File: config.mk
export PLATFORM = sky130hd
export DESIGN_NAME = fetch_stall_ctrl
export DESIGN_NICKNAME = d
export VERILOG_FILES = /design/src/rtl/fetch_stall_ctrl_pkg.sv /design/src/rtl/fetch_stall_ctrl_stall_watchdog.sv /design/src/rtl/fetch_stall_ctrl.sv
export SDC_FILE = /design/constraint.sdc
export NUM_CORES = 1
export LEC_CHECK = 0
export CORE_UTILIZATION = 44
export DETAILED_ROUTE_END_ITERATION = 16
export GPL_ROUTABILITY_DRIVEN = 0
export PLACE_DENSITY = 0.8
export SYNTH_ARGS = -nofsm -noshare
export SYNTH_HDL_FRONTEND = slang
export SYNTH_SLANG_ARGS = --single-unit
File: constraint.sdc
create_clock -name clk -period 2.7 [get_ports clk]
set_input_delay 0.54 -clock clk [delete_from_list [all_inputs] [get_ports clk]]
set_output_delay 0.54 -clock clk [all_outputs]
set_load 0.02 [all_outputs]
File: src/rtl/fetch_stall_ctrl_pkg.sv
// Shared fetch-pipeline definitions: NOP encoding, PC increment and the
// one-hot fetch state encodings used by the stall/flush controller.
package fetch_stall_ctrl_pkg;

  localparam logic [31:0] NOP_INST = 32'h0000_0000;
  localparam logic [31:0] PC_INC   = 32'd4;

  typedef enum logic [2:0] {
    RUN   = 3'b001,
    HOLD  = 3'b010,
    FLUSH = 3'b100
  } state_t;

endpackage

File: src/rtl/fetch_stall_ctrl_stall_watchdog.sv
// Counts consecutive honoured stall cycles and forces a release once the
// limit is reached, latching a sticky error flag when it does so.
module stall_watchdog #(
  parameter int MAX_STALL = 4
) (
  input  logic clk,
  input  logic rst,
  input  logic stall_req,
  input  logic clear,
  output logic wd_fire,
  output logic stall_err
);

  if (MAX_STALL < 1 || MAX_STALL > 15) begin : g_bad_max_stall
    $error("stall_watchdog: MAX_STALL must be in 1..15");
  end

  localparam logic [3:0] MAX_CNT = 4'(MAX_STALL);

  logic [3:0] stall_cnt;

  assign wd_fire = stall_req & (stall_cnt == MAX_CNT);

  // A stall cycle is only counted when it is actually honoured as a hold;
  // a branch, a flush cycle, a forced release or a dropped request restart it.
  always_ff @(posedge clk) begin
    if (rst) begin
      stall_cnt <= 4'd0;
      stall_err <= 1'b0;
    end else begin
      if (clear || wd_fire || !stall_req) begin
        stall_cnt <= 4'd0;
      end else if (stall_cnt != MAX_CNT) begin
        stall_cnt <= stall_cnt + 4'd1;
      end
      if (wd_fire && !clear) begin
        stall_err <= 1'b1;
      end
    end
  end

endmodule

File: src/rtl/fetch_stall_ctrl.sv
// Fetch-side stall/flush controller: owns the PC and IF/ID register and
// turns hazard-unit stall requests into holds and ID/EX bubbles.
module fetch_stall_ctrl
  import fetch_stall_ctrl_pkg::*;
#(
  parameter logic [31:0] RESET_PC  = 32'h0000_0000,
  parameter int          MAX_STALL = 4,
  parameter logic [31:0] NOP_INST  = fetch_stall_ctrl_pkg::NOP_INST
) (
  input  logic        clk,
  input  logic        rst,
  input  logic        stall,
  input  logic        branch_taken,
  input  logic [31:0] branch_target,
  input  logic [31:0] imem_inst,
  output logic [31:0] pc,
  output logic [31:0] IF_ID_inst,
  output logic [31:0] IF_ID_pc,
  output logic        id_ex_bubble,
  output logic        stall_err
);

  if (MAX_STALL < 1 || MAX_STALL > 15) begin : g_bad_max_stall
    $error("fetch_stall_ctrl: MAX_STALL must be in 1..15");
  end

  state_t state;
  logic   wd_fire;
  logic   wd_clear;
  logic   eff_stall;

  // The NOP sitting in IF/ID during a flush can alias a load-use hazard on
  // r0, so stall requests are not honoured (nor counted) in that cycle.
  assign wd_clear     = branch_taken | (state == FLUSH);
  assign eff_stall    = stall & ~wd_clear & ~wd_fire;
  assign id_ex_bubble = eff_stall & ~rst;

  stall_watchdog #(
    .MAX_STALL(MAX_STALL)
  ) u_watchdog (
    .clk      (clk),
    .rst      (rst),
    .stall_req(stall),
    .clear    (wd_clear),
    .wd_fire  (wd_fire),
    .stall_err(stall_err)
  );

  // Priority: reset, branch redirect, honoured stall, normal advance.
  always_ff @(posedge clk) begin
    if (rst) begin
      state      <= RUN;
      pc         <= RESET_PC;
      IF_ID_inst <= NOP_INST;
      IF_ID_pc   <= 32'd0;
    end else if (branch_taken) begin
      state      <= FLUSH;
      pc         <= branch_target;
      IF_ID_inst <= NOP_INST;
      IF_ID_pc   <= 32'd0;
    end else if (eff_stall) begin
      state      <= HOLD;
    end else begin
      state      <= RUN;
      pc         <= pc + PC_INC;
      IF_ID_inst <= imem_inst;
      IF_ID_pc   <= pc;
    end
  end

endmodule

-- Word level (Yosys, flattened, before mapping)
Cells that the tools add are included.
W data, S select, Z words.
- flip-flop bits (word level): 104
- logic and storage cells: 32
- output and inout port bits: 98
- reduce and logical (&&, ||, !) cells: 7
- equality and inequality tests: 4
- add/subtract/negate cells: 2
- bitwise gates (word level): 8
- multiplexer cells: 4
- operators by type and width (kind ; count):
    $mux W32 ; 2
    $add A32 B3 Y32 const B ; 1
    $add A4 B1 Y4 const B ; 1
    $and A1 B1 Y1 ; 4
    $eq A4 B3 Y1 const B ; 1
    $ne A4 B3 Y1 const B ; 1
    $reduce_or A2 Y1 ; 2
    $eq A3 B3 Y1 const B ; 1
    $mux W3 ; 1
    $not A1 Y1 ; 3
    $logic_not A1 Y1 ; 2
    $logic_or A1 B1 Y1 ; 2
    $mux W2 ; 1
    $ne A2 B2 Y1 const B ; 1
    $logic_and A1 B1 Y1 ; 1
    $or A1 B1 Y1 ; 1

-- Longest topological paths before layout
- depth after elaboration: 7
- depth in mapped cells: 9
- gate-level depth less buffers: 7

-- Hierarchy
From an unflattened synthesis, not the netlist that was laid out.
- cell total of the unflattened synthesis: 544
- area, all modules: 4406.7 um^2
- modules (own cells, without submodules) (module ; area an instance (um^2) ; instances ; cells each ; seq. area each (um^2)):
    fetch_stall_ctrl ; 4189.0 ; 1 ; 521 ; 1981.9
    stall_watchdog ; 217.7 ; 1 ; 23 ; 100.1

-- Worst setup path before layout
Ideal clock, no wire load.
- path kind: in2reg
- start point: in stall
- end point: reg IF_ID_pc[17]
- stages on the path: 7
- path slack: 0.767 ns
- data required time: 2.630 ns
- arrival: 1.863 ns
- path through: buf_2 -> inv_1 -> nor4_1 -> clkbuf_1 -> clkbuf_1 -> nand2_1 -> a21oi_1
- cells in the longest elaborated chain, start to end: 3
- RTL lines (what ; RTL line ; text):
    start: declaration ; fetch_stall_ctrl.sv:12 ; input logic stall,
    $and A1 B1 Y1 ; fetch_stall_ctrl_stall_watchdog.sv:22 ; assign wd_fire = stall_req & (stall_cnt == MAX_CNT);
    $not A1 Y1 ; fetch_stall_ctrl.sv:35 ; assign eff_stall = stall & ~wd_clear & ~wd_fire;
    $and A1 B1 Y1 (*) ; fetch_stall_ctrl.sv:35 ;
    end signal: assignment ; fetch_stall_ctrl.sv:67 ; IF_ID_pc <= pc;
    end: declaration ; fetch_stall_ctrl.sv:18 ; output logic [31:0] IF_ID_pc,
Mark *: on every way between the ends. The rest lies on a longest branch, timed or not.
A chain may end at the register's enable or synchronous reset.

-- Worst setup path after layout
- start point: in rst
- end point: out id_ex_bubble
- cells in the longest elaborated chain, start to end: 2
- RTL lines (what ; RTL line ; text):
    start: declaration ; fetch_stall_ctrl.sv:11 ; input logic rst,
    $not A1 Y1 ; fetch_stall_ctrl.sv:36 ; assign id_ex_bubble = eff_stall & ~rst;
    $and A1 B1 Y1 ; fetch_stall_ctrl.sv:36 ;
    end: declaration ; fetch_stall_ctrl.sv:19 ; output logic id_ex_bubble,
No other way between the ends.

==> metrics.txt <==
Initial Util a little under half; first-pass GRT wire length 19520 µm; area delta synth->final 45.19%; RSZ-0062 raised after global routing false; die span in x just over 100 µm; maximum clock rate 0.4123 GHz; largest cells by area after synthesis dfxtp_1 (47%), nand2_1 (12%), a21oi_1 (9.3%); Clock transition at path regs 100 ps; initial drt markers about 190; Critical Path, Cell by Cell clkdlybuf4s50_1 > nor2_1 > nand4_1 > inv_1 > dlygate4sd2_1; Worst Path Max Fanout 5; initial antenna violation count 0; placed wire-length estimate between 9000 and 10000 µm; final instance area about 6400 µm²; count of final hold-check violations 0; Worst EP required approximately 2200 ps; via count 4334; critical path class primary input to output port; largest delay contributor family on the critical path buffers and inverters; Yosys reg bits between 100 and 150; hold worst-path end IF_ID_pc[23]; hold path startpoint IF_ID_pc[23]; total power between 3 and 4 mW; Clock Latency Late Sink about 360 ps; Die Y-Extent 102.3 µm; GRT Util Overall roughly a quarter; die area between 10000 and 15000 µm²; synth unique cells 47; Total Wirelength 12340 µm; Vias/cell a little over 5; highest cell delay on the worst timing path roughly 470 ps; Critical Path AT about 1900 ps; hold buffers post-CTS 0; Critical Path Slowest Stage Cell clkdlybuf4s50_1; CTS H-tree lvls 3; Mean Syn Cell Area ~8.1 µm²; WHS Path Cells 2; Inserted Clock Buffers 9; vias in the first global route 4085; reg2reg start pc[6]; CTS tree yes; Setup violations, final 0; core area ~9800 µm²; ys async rst share 0%; crit path from rst; DRT Pass-1 Iters 4; Power Density about 490 nW/µm²; placed cell count 826; worst hold path class register to register; share of layout cells above drive strength 1 between 6 and 7%; final worst-path setup slack 274.7 ps; Synth top area share about 47%; Slew @ Worst Pin just over 700 ps; Critical R2R Capture pc[28]; ys flop type dfxtp_1; Mapped Cells 547; Ports 166; CTS Buffer Depth 2; buffers and inverters on the worst path 3; Max-slew headroom 51.74%; Root Buffer clkbuf_8; most common cell after layout, fill and taps aside clkdlybuf4s50_1; status finished clean; wire per inst between 10 and 15 µm; most frequent cells in the layout clkdlybuf4s50_1 (163), nand2_1 (136), dfxtp_1 (104); placed cell areas about 6200 µm²; I/O Buffers ~170; Max-cap violations 0; # diodes 0; Tcrit/Tclk final between 80% and 90%; Final #Nets roughly 780; Final Util 65.76%; leak pwr 2.443 nW; max-slew violation count 0; num rows 36; Reg2Reg Depth 5; # clock sinks ~100; total grt overflow 0; EDFF count, synth 0; DRC Markers 0; largest net degree at the start of global routing 62; ANT nets after route 0; mapped cell area between 4000 and 5000 µm²; min Tclk post-route roughly 2400 ps; sequential fraction of the synthesis area a little under half; Non-Filler Instances around 840; synth warn 0; Placement Setup Slack approximately 15 ps; Yosys top cell by area dfxtp_1; Layout Skew about 16 ps; R2R Setup Slk slightly above 500 ps; Crit. End Element output port; Setup crit start kind primary input; syn_nets between 600 and 700; worst vdd ir between 0.2 and 0.25 mV
## how the worst max path moves through the flow
stage | end | cells after the start
after global routing | id_ex_bubble | 6
final | id_ex_bubble | 5
after CTS | id_ex_bubble | 5
after detailed placement | id_ex_bubble | 5
after floorplan | IF_ID_pc[17] | 7
after global placement | id_ex_bubble | 5
## layout make-up
cell class / instances / area [µm²]
fillers: 849 / 3347
multi-input cells: 382 / 2102
flip-flops and latches: 104 / 2082
repair buffers: 183 / 1805
well taps: 133 / 166.4
clock buffers: 10 / 127.6
inverters: 24 / 90.09
clock inverters: 6 / 53.80
## kinds of logic (layout without fill, tap and decap cells)
group / count (synthesis) / in the layout / synth area share (%)
muxes: 12 / 12 / 2.855
buffers and inverters: 61 / 223 / 5.625
AOI/OAI and AO/OA: 117 / 117 / 15.86
and+or+nand+nor: 229 / 229 / 23.63
DFF: 104 / 104 / 47.03
xor gates and xnor gates: 21 / 21 / 4.155
adders and majority gates: 3 / 3 / 0.8480
## where the power goes
part	switching (mW)	internal, mW
sequential	0.0801	1.60
combinational	0.266	0.286
clock	0.556	0.351
total	0.902	2.24
## through the flow
stage	setup TNS (ps)	hold slack [ps]
6_report	0	457.9
5_1_grt	0	471.0
4_1_cts	0	458.7
3_5_place_dp	0	443.5
3_3_place_gp	-1.713	437.1
2_1_floorplan	0	429.7
## per-layer routing
| layer | routed length (µm) | global-route usage, % |
|---|---|---|
| met4 | 151 | 6.374 |
| met1 | 5439 | 30.79 |
| met2 | 6103 | 40.06 |
| met3 | 645 | 4.993 |
| met5 | 0 | 0 |
## cells in the mapped netlist (3+ instances only)
| cell type | instances |
|---|---|
| nand2_1 | 136 |
| dfxtp_1 | 104 |
| a21oi_1 | 82 |
| inv_1 | 24 |
| clkbuf_1 | 22 |
| nor2_1 | 21 |
| nand3_1 | 17 |
| xnor2_1 | 15 |
| nand4_1 | 14 |
| o21a_1 | 14 |
| buf_2 | 10 |
| mux2i_1 | 10 |
| nor3_1 | 8 |
| a31oi_1 | 6 |
| and4_1 | 6 |
| xor2_1 | 6 |
| nor2b_1 | 5 |
| nor4_1 | 5 |
| buf_1 | 4 |
| a21o_1 | 3 |
| and2_1 | 3 |
| and3_1 | 3 |
| ha_1 | 3 |
## state kept, by name (all words and copies together), names as in the netlist
name	flops
pc	32
IF_ID_pc	32
u_watchdog.stall_err	1
u_watchdog.stall_cnt	4
state	3
IF_ID_inst	32
## worst min-delay path: stages (launching register included)
cell     delay [ps]
dfxtp_1         320
nand2_1          50
a21oi_1          50
## what timing repair did
action	CTS	global route
resized for setup	1	0
buffers inserted	0	0
endpoints found under the setup margin	1	0
endpoints found under the hold margin	0	0
No activity file was read; power rests on OpenSTA's default activity.
